<file path="config.mk">
export PLATFORM = sky130hd
export DESIGN_NAME = ufi_ram_arbiter
export DESIGN_NICKNAME = d
export VERILOG_FILES = /design/src/rtl/ufi_ram_arbiter.sv
export SDC_FILE = /design/constraint.sdc
export NUM_CORES = 1
export LEC_CHECK = 0
export ABC_AREA = 1
export BUFFER_PORTS_ARGS = -buffer_cell sky130_fd_sc_hd__buf_2
export CAP_MARGIN = 20
export CORE_AREA = 2 2 109 111
export DETAILED_ROUTE_END_ITERATION = 12
export DIE_AREA = 0 0 111 113
export GPL_TIMING_DRIVEN = 0
export SLEW_MARGIN = 20
export SYNTH_ARGS = -nofsm -noshare
export SYNTH_HDL_FRONTEND = slang
export SYNTH_SLANG_ARGS = --single-unit
</file>
<file path="constraint.sdc">
create_clock -name iUfiClk -period 3.5 [get_ports iUfiClk]
set_input_delay 0.175 -clock iUfiClk [delete_from_list [all_inputs] [get_ports iUfiClk]]
set_output_delay 0.175 -clock iUfiClk [all_outputs]
set_load 0.05 [all_outputs]
</file>
<file path="src/rtl/ufi_ram_arbiter.sv">
`default_nettype none
// ============================================================================
// Module   : ufi_ram_arbiter
// Brief    : Shares the UfiBus RAM slave between masters; video fixed priority,
//            others round-robin, one burst per grant, read data routed to owner.
// Revision : 1.0
// ============================================================================
module ufi_ram_arbiter #(
    parameter int pUfiBusWidth = 12,
    parameter int pBusAdrsBit  = 32,
    parameter int pMasterNum   = 4,
    parameter int pVideoPort   = 2,
    parameter int pMaxBurst    = 64,
    parameter int pOutstdWidth = 5
) (
    input  logic                               iUfiClk,
    input  logic                               iUfiRst,
    input  logic [pMasterNum*pUfiBusWidth-1:0] iMUfiWd,
    input  logic [pMasterNum*pBusAdrsBit-1:0]  iMUfiAdrs,
    input  logic [pMasterNum-1:0]              iMUfiWEd,
    input  logic [pMasterNum-1:0]              iMUfiREd,
    input  logic [pMasterNum-1:0]              iMUfiVd,
    input  logic [pMasterNum-1:0]              iMUfiCmd,
    output logic [pMasterNum-1:0]              oMUfiRdy,
    output logic [pUfiBusWidth-1:0]            oMUfiRd,
    output logic [pMasterNum-1:0]              oMUfiREd,
    output logic [pUfiBusWidth-1:0]            oSUfiWd,
    output logic [pBusAdrsBit-1:0]             oSUfiAdrs,
    output logic                               oSUfiWEd,
    output logic                               oSUfiREd,
    output logic                               oSUfiCmd,
    input  logic [pUfiBusWidth-1:0]            iSUfiRd,
    input  logic                               iSUfiREd,
    input  logic                               iSUfiRdy,
    output logic [pMasterNum-1:0]              oGrant,
    output logic                               oBusy
);

    localparam int IW = (pMasterNum > 1) ? $clog2(pMasterNum) : 1;
    localparam int BW = $clog2(pMaxBurst + 1);

    typedef enum logic [1:0] {
        IDLE  = 2'd0,
        GRANT = 2'd1,
        DRAIN = 2'd2
    } state_t;

    state_t                  r_state;
    logic [pMasterNum-1:0]   r_grant;
    logic [IW-1:0]           r_owner;
    logic [IW-1:0]           r_rr_ptr;
    logic [BW-1:0]           r_beat_cnt;
    logic [pOutstdWidth-1:0] r_outstd;

    logic                    w_in_grant;
    logic                    w_full;
    logic                    w_rdy;
    logic [pUfiBusWidth-1:0] w_wd;
    logic [pBusAdrsBit-1:0]  w_adrs;
    logic                    w_wed;
    logic                    w_red;
    logic                    w_vd;
    logic                    w_cmd;
    logic                    w_acc;
    logic                    w_rd_acc;
    logic                    w_ret;
    logic                    w_exit;
    logic [pOutstdWidth-1:0] w_outstd_nxt;
    logic [IW-1:0]           w_win_idx;
    logic [pMasterNum-1:0]   w_win_onehot;
    logic                    w_found;

    assign w_in_grant = (r_state == GRANT);
    assign w_full     = &r_outstd;
    assign w_rdy      = w_in_grant & iSUfiRdy & ~w_full;

    always_comb begin
        w_wd   = '0;
        w_adrs = '0;
        w_wed  = 1'b0;
        w_red  = 1'b0;
        w_vd   = 1'b0;
        w_cmd  = 1'b0;
        for (int i = 0; i < pMasterNum; i++) begin
            if (r_owner == IW'(i)) begin
                w_wd   = iMUfiWd[i*pUfiBusWidth +: pUfiBusWidth];
                w_adrs = iMUfiAdrs[i*pBusAdrsBit +: pBusAdrsBit];
                w_wed  = iMUfiWEd[i];
                w_red  = iMUfiREd[i];
                w_vd   = iMUfiVd[i];
                w_cmd  = iMUfiCmd[i];
            end
        end
    end

    assign w_acc    = (w_wed | w_red) & w_rdy;
    assign w_rd_acc = w_red & w_rdy;
    // Returns with nothing outstanding are spurious and dropped.
    assign w_ret    = iSUfiREd & (r_outstd != '0);
    assign w_exit   = w_in_grant &
                      (~w_vd | (w_acc & (r_beat_cnt == BW'(pMaxBurst - 1))));

    always_comb begin
        w_outstd_nxt = r_outstd;
        if (w_rd_acc && !w_ret) begin
            w_outstd_nxt = r_outstd + pOutstdWidth'(1);
        end else if (!w_rd_acc && w_ret) begin
            w_outstd_nxt = r_outstd - pOutstdWidth'(1);
        end
    end

    // Round-robin scan starts just after the last non-video winner.
    always_comb begin
        w_win_idx = r_rr_ptr;
        w_found   = 1'b0;
        for (int k = 1; k <= pMasterNum; k++) begin
            int j;
            j = int'(r_rr_ptr) + k;
            if (j >= pMasterNum) begin
                j = j - pMasterNum;
            end
            if (!w_found && iMUfiVd[j]) begin
                w_win_idx = IW'(j);
                w_found   = 1'b1;
            end
        end
        if (iMUfiVd[pVideoPort]) begin
            w_win_idx = IW'(pVideoPort);
        end
        w_win_onehot = '0;
        for (int i = 0; i < pMasterNum; i++) begin
            w_win_onehot[i] = (w_win_idx == IW'(i));
        end
    end

    always_ff @(posedge iUfiClk or posedge iUfiRst) begin
        if (iUfiRst) begin
            r_state    <= IDLE;
            r_grant    <= '0;
            r_owner    <= '0;
            r_rr_ptr   <= IW'(pMasterNum - 1);
            r_beat_cnt <= '0;
            r_outstd   <= '0;
        end else begin
            r_outstd <= w_outstd_nxt;
            case (r_state)
                IDLE: begin
                    if (|iMUfiVd) begin
                        r_state    <= GRANT;
                        r_grant    <= w_win_onehot;
                        r_owner    <= w_win_idx;
                        r_beat_cnt <= '0;
                        if (w_win_idx != IW'(pVideoPort)) begin
                            r_rr_ptr <= w_win_idx;
                        end
                    end
                end
                GRANT: begin
                    if (w_exit) begin
                        r_grant    <= '0;
                        r_beat_cnt <= '0;
                        r_state    <= (w_outstd_nxt != '0) ? DRAIN : IDLE;
                    end else if (w_acc) begin
                        r_beat_cnt <= r_beat_cnt + BW'(1);
                    end
                end
                DRAIN: begin
                    if (w_outstd_nxt == '0) begin
                        r_state <= IDLE;
                    end
                end
                default: r_state <= IDLE;
            endcase
        end
    end

    always_comb begin
        oMUfiRdy = '0;
        oMUfiREd = '0;
        for (int i = 0; i < pMasterNum; i++) begin
            oMUfiRdy[i] = w_rdy & (r_owner == IW'(i));
            oMUfiREd[i] = w_ret & (r_owner == IW'(i));
        end
    end

    assign oMUfiRd   = iSUfiRd;
    assign oSUfiWd   = w_in_grant ? w_wd   : '0;
    assign oSUfiAdrs = w_in_grant ? w_adrs : '0;
    assign oSUfiCmd  = w_in_grant & w_cmd;
    assign oSUfiWEd  = w_wed & w_rdy;
    assign oSUfiREd  = w_red & w_rdy;
    assign oGrant    = r_grant;
    assign oBusy     = (r_state != IDLE);

endmodule
`default_nettype wire
</file>
==> flow_metrics.env <==
export IMPL_finish_utilization=0.416
export IMPL_skew_ns=0.00148
export IMPL_netlist_instances=527
export IMPL_path_cells="buf_6 > inv_2 > nor2_1 > inv_1 > clkbuf_1 > o22ai_1 > o21bai_1 > a21oi_1 > buf_2"
export IMPL_crit_slowest_cell="dfrtp_1"
export IMPL_wire_per_inst_um=15.3
export IMPL_seqPwrFrac=0.099
export IMPL_synthTopCellsByArea="dfrtp_1 (16%), nand2_1 (12%), nand3_1 (10%), o21ai_0 (8.4%), inv_1 (7.9%)"
export IMPL_grt_pass1_vias=4104
export IMPL_drc=0
export IMPL_diodes=0
export IMPL_power_frac_clock=0.058
export IMPL_finish_instance_area_um2=4690
export IMPL_endpoint_kind="output pin"
export IMPL_start_util=0.275
export IMPL_startpoint_type="flop"
export IMPL_cp_required_ns=3.32
export IMPL_p_per_area_nw_per_um2=885
export IMPL_num_fill_cells=1280
export IMPL_ys_types=35
export IMPL_dp_hpwl_mm=11.9
export IMPL_vias=4507
export IMPL_synth_edf_count=0
export IMPL_io_buffers=267
export IMPL_grt_max_degree=23
export IMPL_cp_buffers_inverters=5
export IMPL_cts_sinks=22
export IMPL_synth_top_flop_cell="dfrtp_1"
export IMPL_slew_violations=0
export IMPL_ys_warn_count=0
export IMPL_ys_seq_area_frac=0.178
export IMPL_synthAdderAreaFrac=0.0202
export IMPL_critPathMaxStageDelay_ns=0.40
export IMPL_core_area_um2=11300
export IMPL_synth_top_family_by_area="simple AND/OR/NAND/NOR gates"
export IMPL_root_buffer="clkbuf_16"
export IMPL_switching_share=0.651
export IMPL_synth_compound_area_frac=0.283
export IMPL_place_area_um2=4620
export IMPL_setup_slack_ns=0.904
export IMPL_post_cts_buffers=0
export IMPL_postCtsHoldBufs=0
export IMPL_comb_power_share=0.844
export IMPL_post_route_min_period_ns=2.60
export IMPL_cts_buffer_depth=2
export IMPL_synthMuxAreaShare=0
export IMPL_worstMarginPinSlew_ns=0.804
export IMPL_setup_tns_ns=0
export IMPL_detail_route_antenna_nets=0
export IMPL_worstPathArrival_ns=2.42
export IMPL_syn_nets=740
export IMPL_antenna_found_initial=0
export IMPL_drv_cap=0
export IMPL_synth_top_area_share=0.161
export IMPL_grt_usage=0.212
export IMPL_drive_above_1_share=0.388
export IMPL_final_cells=941
export IMPL_cts_tree="built"
export IMPL_syn2layout_area_growth_pct=51.4
export IMPL_leakagePower_nw=2.72
export IMPL_crit_family="buffers and inverters"
export IMPL_h_tree_depth=1
export IMPL_grt_pass1_wl_mm=21.6
export IMPL_p_int_mw=1.45
export IMPL_slew_headroom=0.463
export IMPL_cp_max_fo=10
export IMPL_rsz0062_at_grt="false"
export IMPL_insertion_delay_ns=0.25
export IMPL_cts_buffers=3
export IMPL_max_freq_mhz=385
export IMPL_async_flop_share=1.00
export IMPL_synthSimpleGateAreaFrac=0.335
export IMPL_dieArea_um2=12500
export IMPL_yosys_area_top_type="dfrtp_1"
export IMPL_synth_seq_cells=22
export IMPL_io_pins=280
export IMPL_path_class="reg2out"
export IMPL_grt_remaining_overflow=0
export IMPL_placed_cells=937
export IMPL_synthXorXnorAreaFrac=0.0169
export IMPL_status="complete, no violations"
export IMPL_place_congestion=0.916
export IMPL_dr_pass1_iters=5
export IMPL_peakVddDrop_uv=413
export IMPL_detail_route_iter0_violations=434
export IMPL_drt_total_wl_mm=14.4
export IMPL_clkSlewWorstSetupHoldPaths_ns=0.06
export IMPL_p_switching_mw=2.71
export IMPL_dp_slack_ns=1.14
export IMPL_cts_resized=0
export IMPL_netlist_area_um2=3100
export IMPL_dieHeight_um=113
export IMPL_min_period_over_period=0.742
export IMPL_synthesis_area_per_instance_um2=5.88
export IMPL_rows=39
export IMPL_via_per_inst=4.79
export IMPL_final_setup_viol_count=0
export IMPL_nNetsFinal=1012
export IMPL_finalHoldViolations=0
export IMPL_die_x_um=111
export IMPL_hp_class="in2async"
-- cell type report --
cell class / count / area, um^2 / area share
Tap cell: 143 / 179 / 0.0381
Multi-Input combinational cell: 388 / 2030 / 0.432
Inverter: 72 / 270 / 0.0576
Sequential cell: 22 / 553 / 0.118
Buffer: 45 / 248 / 0.0528
Timing Repair Buffer: 267 / 1340 / 0.285
Clock buffer: 4 / 78.8 / 0.0168
-- worst paths after layout --
kind | startpoint | cells past startpoint | slack [ns] | endpoint
setup / recovery | r_owner[1] | 9 | 0.90 | oSUfiAdrs[12]
hold / removal | iUfiRst | 2 | 0.07 | oGrant[0]
setup reg to reg | r_outstd[0] | 16 | 1.19 | r_state[1]
hold reg to reg | oGrant[2] | 2 | 0.49 | oGrant[2]
max in group asynchronous | iUfiRst | 2 | 2.93 | r_beat_cnt[6]
min in group iUfiClk | iMUfiVd[2] | 4 | 0.43 | r_rr_ptr[0]
-- layer usage --
layer	GRT usage	vias to the layer above	routed length [um]
li1	-	2305	-
met1	0.282	2003	6330
met2	0.369	183	6950
met3	0.0316	16	861
met4	0.0417	0	212
met5	0	-	0
-- layout by cell type (no fill, tap or decap), types with 7 or more instances in the layout --
master,count
a21oi_1,22
buf_2,270
buf_4,12
clkbuf_1,23
dfrtp_1,20
inv_1,65
inv_2,7
nand2_1,101
nand3_1,64
nor2_1,50
o211ai_1,25
o21ai_0,52
o21ai_1,8
o21bai_1,9
o221ai_1,8
o22ai_1,15
-- registers in the layout (all words and copies together), names as in the netlist --
name	count
r_beat_cnt	7
r_outstd	5
oGrant	4
r_owner	2
r_rr_ptr	2
r_state	2
-- worst reg2reg max path: stages, from the launching register on --
cell and delay (ns):
dfrtp_1 0.40, ha_1 0.23, nand2_1 0.07, nor2_1 0.04, ha_1 0.17, nor2_1 0.14, nand2_1 0.17, nor2_2 0.13
nand2_2 0.08, nand2_2 0.10, nand2_1 0.16, nand2_1 0.14, nand2_1 0.06, nand2_1 0.08, nand3_1 0.08, nor2_1 0.09
a21oi_1 0.06
-- through the flow --
step	total power, mW	hold WS (ns)
after global routing	4.51	0.165
after detailed placement	3.92	0.373
after global placement	3.93	0.373
final	4.15	0.0705
after floorplan	3.03	0.163
after CTS	4.18	0.107
-- power groups by stage --
stage / sequential (mW) / combinational, mW / clock [mW]
3_5_place_dp: 0.416 / 3.50 / 0
3_3_place_gp: 0.415 / 3.51 / 0
5_1_grt: 0.423 / 3.82 / 0.262
6_report: 0.410 / 3.50 / 0.240
2_1_floorplan: 0.460 / 2.57 / 0
4_1_cts: 0.411 / 3.52 / 0.245
-- synthesized netlist by cell type (2+ instances only) --
cell type	n
a21oi_1	22
buf_1	4
buf_2	3
buf_4	12
buf_6	4
clkbuf_1	22
dfrtp_1	20
dfstp_2	2
ha_1	5
inv_1	65
inv_2	7
nand2_1	101
nand2_2	4
nand3_1	64
nand4_1	5
nor2_1	50
nor2_2	2
nor2_8	2
o211ai_1	25
o21a_1	2
o21ai_0	52
o21ai_1	8
o21bai_1	9
o221ai_1	8
o22ai_1	15
xnor2_1	2
xor2_1	4
-- kinds of logic after synthesis --
| logic type | after synthesis |
|---|---|
| AND/OR/NAND/NOR | 233 |
| AO/OA/AOI/OAI | 144 |
| buffers and inverters | 117 |
| flip-flops | 22 |
| XOR/XNOR | 6 |
| adder cells (fa/ha/maj) | 5 |
(Power assumes the default switching activity.)
